**src/rtl/rr_sel4.sv**
```systemverilog
// rtl/rr_sel4.sv - four-channel round-robin arbiter driving the 4:1 mux select
//
// Rotates grants fairly across four request lines and holds each grant for
// at most BURST accepted beats, or until the granted channel drops its request.
//
// Ports:
//   clk    in   1  clock, rising edge
//   rst    in   1  asynchronous active-high reset
//   req    in   4  per-channel beat available
//   ready  in   1  consumer accepts the current beat
//   s      out  2  registered select index for the downstream mux
//   gnt    out  4  registered one-hot grant (1<<s while busy, else 0)
//   valid  out  1  beat present: busy && req[s]
//   busy   out  1  registered grant-held flag
module rr_sel4 #(
  parameter int BURST = 4
) (
  input  logic       clk,
  input  logic       rst,
  input  logic [3:0] req,
  input  logic       ready,
  output logic [1:0] s,
  output logic [3:0] gnt,
  output logic       valid,
  output logic       busy
);

  typedef enum logic {
    IDLE  = 1'b0,
    GRANT = 1'b1
  } state_t;

  localparam logic [3:0] LAST_BEAT = 4'(BURST - 1);

  state_t     state, state_n;
  logic [1:0] ptr, ptr_n;
  logic [3:0] cnt, cnt_n;
  logic [1:0] s_n;
  logic [3:0] gnt_n;

  logic       beat;
  logic       release_now;
  logic [2:0] pick_idle;
  logic [2:0] pick_rel;

  // Returns {found, index}: first requester scanning start, start+1, ...
  // (mod 4). The loop runs backwards so the lowest offset is written last.
  function automatic logic [2:0] arb(input logic [3:0] r, input logic [1:0] start);
    logic [2:0] res;
    logic [1:0] idx;
    res = 3'b000;
    for (int j = 3; j >= 0; j--) begin
      idx = start + 2'(j);
      if (r[idx]) res = {1'b1, idx};
    end
    return res;
  endfunction

  assign beat        = (state == GRANT) && req[s] && ready;
  assign release_now = (state == GRANT) && (!req[s] || (beat && (cnt == LAST_BEAT)));
  assign pick_idle   = arb(req, ptr);
  // On release the search restarts just past the channel being released.
  assign pick_rel    = arb(req, s + 2'd1);

  // State register
  always_ff @(posedge clk or posedge rst) begin
    if (rst) begin
      state <= IDLE;
      ptr   <= 2'd0;
      cnt   <= 4'd0;
      s     <= 2'd0;
      gnt   <= 4'd0;
    end else begin
      state <= state_n;
      ptr   <= ptr_n;
      cnt   <= cnt_n;
      s     <= s_n;
      gnt   <= gnt_n;
    end
  end

  // Next-state logic
  always_comb begin
    state_n = state;
    ptr_n   = ptr;
    cnt_n   = cnt;
    s_n     = s;
    gnt_n   = gnt;
    case (state)
      IDLE: begin
        if (pick_idle[2]) begin
          state_n = GRANT;
          s_n     = pick_idle[1:0];
          gnt_n   = 4'b0001 << pick_idle[1:0];
          cnt_n   = 4'd0;
        end else begin
          gnt_n   = 4'd0;
        end
      end
      GRANT: begin
        if (release_now) begin
          ptr_n = s + 2'd1;
          cnt_n = 4'd0;
          if (pick_rel[2]) begin
            s_n   = pick_rel[1:0];
            gnt_n = 4'b0001 << pick_rel[1:0];
          end else begin
            // s keeps its last value so the mux input stays put while idle.
            state_n = IDLE;
            gnt_n   = 4'd0;
          end
        end else if (beat) begin
          cnt_n = cnt + 4'd1;
        end
      end
      default: begin
        state_n = IDLE;
        gnt_n   = 4'd0;
      end
    endcase
  end

  // Outputs
  always_comb begin
    busy  = (state == GRANT);
    valid = (state == GRANT) && req[s];
  end

endmodule

```
**config.mk**
```make
export PLATFORM = sky130hd
export DESIGN_NAME = rr_sel4
export DESIGN_NICKNAME = d
export VERILOG_FILES = /design/src/rtl/rr_sel4.sv
export SDC_FILE = /design/constraint.sdc
export NUM_CORES = 1
export LEC_CHECK = 0
export BUFFER_PORTS_ARGS = -buffer_cell sky130_fd_sc_hd__buf_2
export CAP_MARGIN = 5
export CORE_UTILIZATION = 40
export DETAILED_ROUTE_END_ITERATION = 12
export RECOVER_POWER = 50
export SLEW_MARGIN = 20
export SYNTH_ARGS = -nofsm -noshare
export SYNTH_HDL_FRONTEND = slang
export SYNTH_SLANG_ARGS = --single-unit
```
**constraint.sdc**
```tcl
create_clock -name clk -period 1.7 [get_ports clk]
set_input_delay 0.255 -clock clk [delete_from_list [all_inputs] [get_ports clk]]
set_output_delay 0.255 -clock clk [all_outputs]
set_load 0.005 [all_outputs]
```
======== Word-level counts from Yosys, hierarchy flattened ========
Cells that the tools add are included.
operators by class
  equality and inequality tests ........... 5
  $add $sub $neg .......................... 8
  multiplexer cells ....................... 42
  bitwise operators ....................... 1
  shifts and indexed selects .............. 2
  div/mod/pow operators ................... 0
  magnitude comparators ................... 9
  multiply operators ...................... 0
  reductions and logical operators ........ 9
operators by type and width
  operator                                                                      count
  2-bit by 3-bit less-than comparator with 1-bit output, second input constant  9
  3-bit two-way mux                                                             8
  4-bit two-way mux                                                             6
  1-bit binary-select mux with 2-bit select                                     9
  4-bit case mux with 2 select lines                                            2
  1-bit two-way mux                                                             12
  2-bit adder, second input constant                                            4
  1-bit by 2-bit left shift with 4-bit output, first input constant             2
  2-bit by 1-bit adder with 2-bit output, second input constant                 3
  2-bit two-way mux                                                             3
  4-bit by 1-bit adder with 4-bit output, second input constant                 1
  4-bit by 2-bit == test with 1-bit output, second input constant               1
  1-bit logical AND                                                             4
  2-bit by 1-bit inequality test with 1-bit output, second input constant       2
  2-bit case mux with 2 select lines                                            1
  2-bit AND reduction                                                           2
  3-bit by 1-bit inequality test with 1-bit output, second input constant       1
  3-bit AND reduction                                                           1
  2-bit inequality test, second input constant                                  1
  1-bit case mux with 2 select lines                                            1
  1-bit logical NOT                                                             1
  1-bit logical OR                                                              1
  1-bit NOT                                                                     1
storage, ports and cells
  memories ................................ 0
  bits in latches ......................... 0
  register bits after elaboration ......... 13
  ROM bits ................................ 0
  memory bits (writable) .................. 0
  output and inout bits ................... 8
  input bits .............................. 7

======== Depth between registers and ports, before layout ========
  depth in word-level cells ............... 12
  gate-level depth with buffers ........... 7
  depth with buffers taken out ............ 6

======== Least setup slack after synthesis ========
Ideal clock, no wire load.
  path kind ............................... register -> register
  start ................................... register s[0]
  end ..................................... register s[0]
  setup time .............................. 0.125 ns
  path slack .............................. -0.031 ns
  arrival ................................. 1.606 ns
  data required time ...................... 1.575 ns
  stages on the path, launching flop included .. 7
  path buffers ............................ 1
  clock period less this slack ............ 1.731 ns
  cell sequence ........................... dfrtp_1 > buf_6 > mux4_2 > and2_4 > nand2_2 > nand2_1 > mux2_4
on the way
  elaborated cells between the ends (all ways) .. 30
RTL lines
  what                                                               line  source
  start: declaration                                                 22    output logic [1:0] s,
  start signal: assignment                                           77    s <= s_n;
  1-bit binary-select mux with 2-bit select                          --
  1-bit two-way mux                                                  --
  1-bit logical AND                                                  --
  via valid                                                          24    output logic valid,
  1-bit logical AND                                                  59    assign beat = (state == GRANT) && req[s] && ready;
  1-bit logical AND                                                  60    assign release_now = (state == GRANT) && (!req[s] || (beat && (cnt == LAST_BEAT)));
  1-bit logical OR                                                   60
  1-bit logical AND                                                  60
  2-bit by 1-bit inequality test with 1-bit output (no source line)  --
  3-bit AND reduction (no source line)                               --
The timed path passes the listed nets, and every way through them passes these cells. The select of a mux whose other input is x is not followed.
A chain may end at the register's enable or synchronous reset.

======== Worst setup path in the final report ========
  start ................................... register s[0]
  end ..................................... output valid
on the way
  longest elaborated chain between the ends .. 3
RTL lines
  what                                       line  source
  1-bit binary-select mux with 2-bit select  126   valid = (state == GRANT) && req[s];
  1-bit two-way mux (implied by the code)    126
  1-bit logical AND                          126
  end: declaration                           24
Every way passes these cells. The select of a mux whose other input is x is not followed.

==> results.py <==
metrics = {
    "worst_setup_path": {
        "criticalPathCategory": "reg -> out",
        "source_of_the_critical_timing_path": "s[0]",
        "worst-path-max-fanout": 4,
        "critPathRequiredTime_ns": 1.44,
        "startpoint_type_of_the_worst_setup_path": "flop",
        "cp_data_arrival_time_ns": 1.46,
        "cp-end-kind": "primary output",
        "r2r_start": "cnt[1]",
    },
    "die": {
        "initial_utilization_pct": 43.4,
        "die_width_um": 48.6,
        "die-area_sq_mm": 0.00236,
        "core_area_sq_mm": 0.00200,
        "num_rows": 16,
        "boundaryPins": 15,
        "die_height_um": 48.6,
    },
    "synth": {
        "synth-seq-area-share_pct": 37.4,
        "total_of_warnings_raised_by_yosys": 0,
        "postSynthNetCount": 99,
        "avgSynthCellArea_sq_um": 9.56,
        "syn_inst": 91,
        "mappedNetlistArea_sq_um": 870,
        "yosysUniqueCellTypes": 39,
        "postSynthRegisterBits": 13,
    },
    "sta": {
        "fin_skew_ns": 0.00617,
        "setup_violations": 1,
        "hold_ws_ns": -0.0177,
        "final-hold-violation-count": 13,
        "setup_repair_after_global_routing_missed_its_margin": "yes",
        "drv_slew": 0,
        "period_minus_slack_ns": 1.71,
        "timing.slew.headroom_pct": 66.2,
        "period_share_pct": 101,
        "tightestPinTransition_ns": 0.506,
        "max_freq_mhz": 584,
        "final.setup.worst_slack_ns": -0.0119,
    },
    "clock_tree": {
        "clock_latency_on_the_worst_skew_pair_ns": 0.28,
        "ctsLongestPathBuffers": 2,
        "cts-root-buf": "clkbuf_4",
        "numClockSinks": 13,
        "worst_setup_hold_path_clk_slew_ns": 0.09,
        "clock_tree.htree_level_count": 1,
        "cts_tree": "done",
        "postCtsHoldBufs": 0,
        "cts_made_buffers": 3,
    },
    "detailed_routing": {
        "drtIter0Drc": 23,
        "drt-vias-per-instance": 5.50,
        "drt_first_pass_iters": 4,
        "detail-route-antenna-nets": 0,
        "sum_of_routed_wire_length_over_all_layers_um": 1910,
        "wl_per_cell_um": 13.5,
        "drc_errors": 0,
        "route.vias.total": 776,
    },
    "place": {
        "buffers_on_ports": 14,
        "dpl.cell_count": 136,
        "dp_hpwl_um": 1410,
        "post-place-ws_ns": -0.0208,
        "place.gp.congestion": 0.743,
    },
    "status": {
        "failed_checks": "negative hold slack, negative setup slack",
        "result_of_the_run": "finished, violations left",
    },
    "power_and_ir_drop": {
        "total_power_w": 0.00172,
        "power-per-cell-area_mw_per_mm2": 1610,
        "static_leakage_nw": 0.479,
        "ir_drop_uv": 887,
    },
    "job": {
        "maxCapViolCount": 0,
    },
    "finish": {
        "fillers": 201,
        "fin_nets": 123,
        "finish.utilization_pct": 53.3,
        "drive_gt1_share_pct": 34.2,
        "register_area_sq_um": 327,
        "multi_input_combinational_cell_area_sq_um": 505,
        "instances_no_fill": 141,
        "diodes": 0,
        "syn2layout_area_growth_pct": 22.7,
    },
    "grt": {
        "first_pass_grt_wire_length_um": 3350,
        "grt-ovfl-total": 0,
        "global_route.usage.total_pct": 18.2,
        "vias_in_the_first_global_route": 758,
        "grt_antenna_before_repair": 0,
        "maximum_number_of_pins_on_one_net_before_global_route_repair": 14,
    },
    "worst_hold_path": {
        "classification_of_the_worst_slack_hold_path": "in -> async",
    },
}
sequential cells by signal, indices dropped and copies added (netlist names):
name and count:
gnt 4, cnt 4, s 2, busy 1
ptr 2
kinds of logic after synthesis:
| family | Yosys count | share of synthesized area (%) |
|---|---|---|
| AND/OR/NAND/NOR | 34 | 23.7 |
| multiplexers | 3 | 5.47 |
| adder cells (fa/ha/maj) | 1 | 1.44 |
| AO/OA/AOI/OAI | 30 | 23.9 |
| XOR/XNOR | 1 | 1.01 |
| flip-flops | 13 | 37.4 |
| buffers and inverters | 9 | 7.05 |
power breakdown:
part | internal, W | total, W | switching, W
sequential | 0.000436 | 0.000537 | 0.000101
clock | 0.0000911 | 0.000201 | 0.000110
combinational | 0.000550 | 0.000981 | 0.000430
total | 0.00108 | 0.00172 | 0.000642
cells in the mapped netlist, drive strengths merged:
library cell,number,area [sq um]
a211o,2,17.5
a211oi,2,15.0
a21boi,1,7.51
a21o,1,7.51
a21oi,6,33.8
a311oi,2,17.5
a41oi,1,8.76
and2,1,8.76
buf,5,46.3
dfrtp,13,325
ha,1,12.5
inv,4,15.0
mux2,1,15.0
mux2i,1,10.0
mux4,1,22.5
nand2,6,25.0
nand2b,4,25.0
nand3,4,20.0
nand3b,2,15.0
nand4,1,6.26
nor2,4,15.0
nor2b,3,26.3
nor3,1,5.00
nor3b,1,7.51
o21a,4,30.0
o21ai,7,35.0
o221ai,4,35.0
or2,1,6.26
or2b,2,15.0
or3,1,6.26
or3b,2,17.5
or4,1,7.51
xnor2,1,8.76
metal layers:
metal	wire, um	vias up	share of wire (%)	track usage, %
met2	972	16	51	30.3
li1	-	381	-	-
met5	0	-	0	0
met4	0	0	0	2.94
met1	873	379	46	23.4
met3	63	0	3.3	5.66
cell usage in the layout, fill, tap and decap left out, drive strengths merged:
master / count
nor3: 1
nand4: 1
mux2: 1
a211oi: 2
nor2: 4
nand3b: 2
mux2i: 1
nand3: 4
or4: 1
xnor2: 1
nor2b: 3
ha: 1
inv: 4
nand2b: 4
or3: 1
or3b: 2
a21oi: 6
o21ai: 7
a311oi: 2
and2: 1
nor3b: 1
clkbuf: 5
a21boi: 1
or2: 1
dfrtp: 13
o21a: 4
a211o: 2
mux4: 1
buf: 23
a41oi: 1
o221ai: 4
nand2: 6
a21o: 1
or2b: 2
area by class of cell:
cell class | instances | share of cell area [%]
Clock buffer | 4 | 2.46
Multi-Input combinational cell | 69 | 47.4
Timing Repair Buffer | 24 | 15.0
Tap cell | 27 | 3.17
Inverter | 4 | 1.41
Sequential cell | 13 | 30.6
metrics by stage:
| step | instance area (sq um) | TNS (ns) |
|---|---|---|
| after floorplan | 872 | 0 |
| after global placement | 1010 | 0 |
| after detailed placement | 1010 | -0.0394 |
| after CTS | 1050 | -0.0309 |
| after global routing | 1070 | -0.169 |
| final | 1070 | -0.0119 |
critical path, cell delays in order (launching register included):
cell     delay (ns)
dfrtp_2        0.39
mux4_2         0.51
and2_4         0.17
buf_6          0.11
what timing repair did:
item	CTS	global route
gates cloned	0	0
endpoints found under the setup margin	6	9
gates resized for setup	2	4
setup buffers	1	0
path summary, 6_finish.rpt:
path,endpoint,slack (ns),depth (start not counted)
max,valid,-0.01,3
min,busy,-0.02,2
max reg2reg,s[0],0.04,6
min reg2reg,gnt[0],0.50,1
max in group asynchronous,s[0],1.35,2
min in group clk,cnt[2],0.36,3
Power figures use the tool's default switching activity.
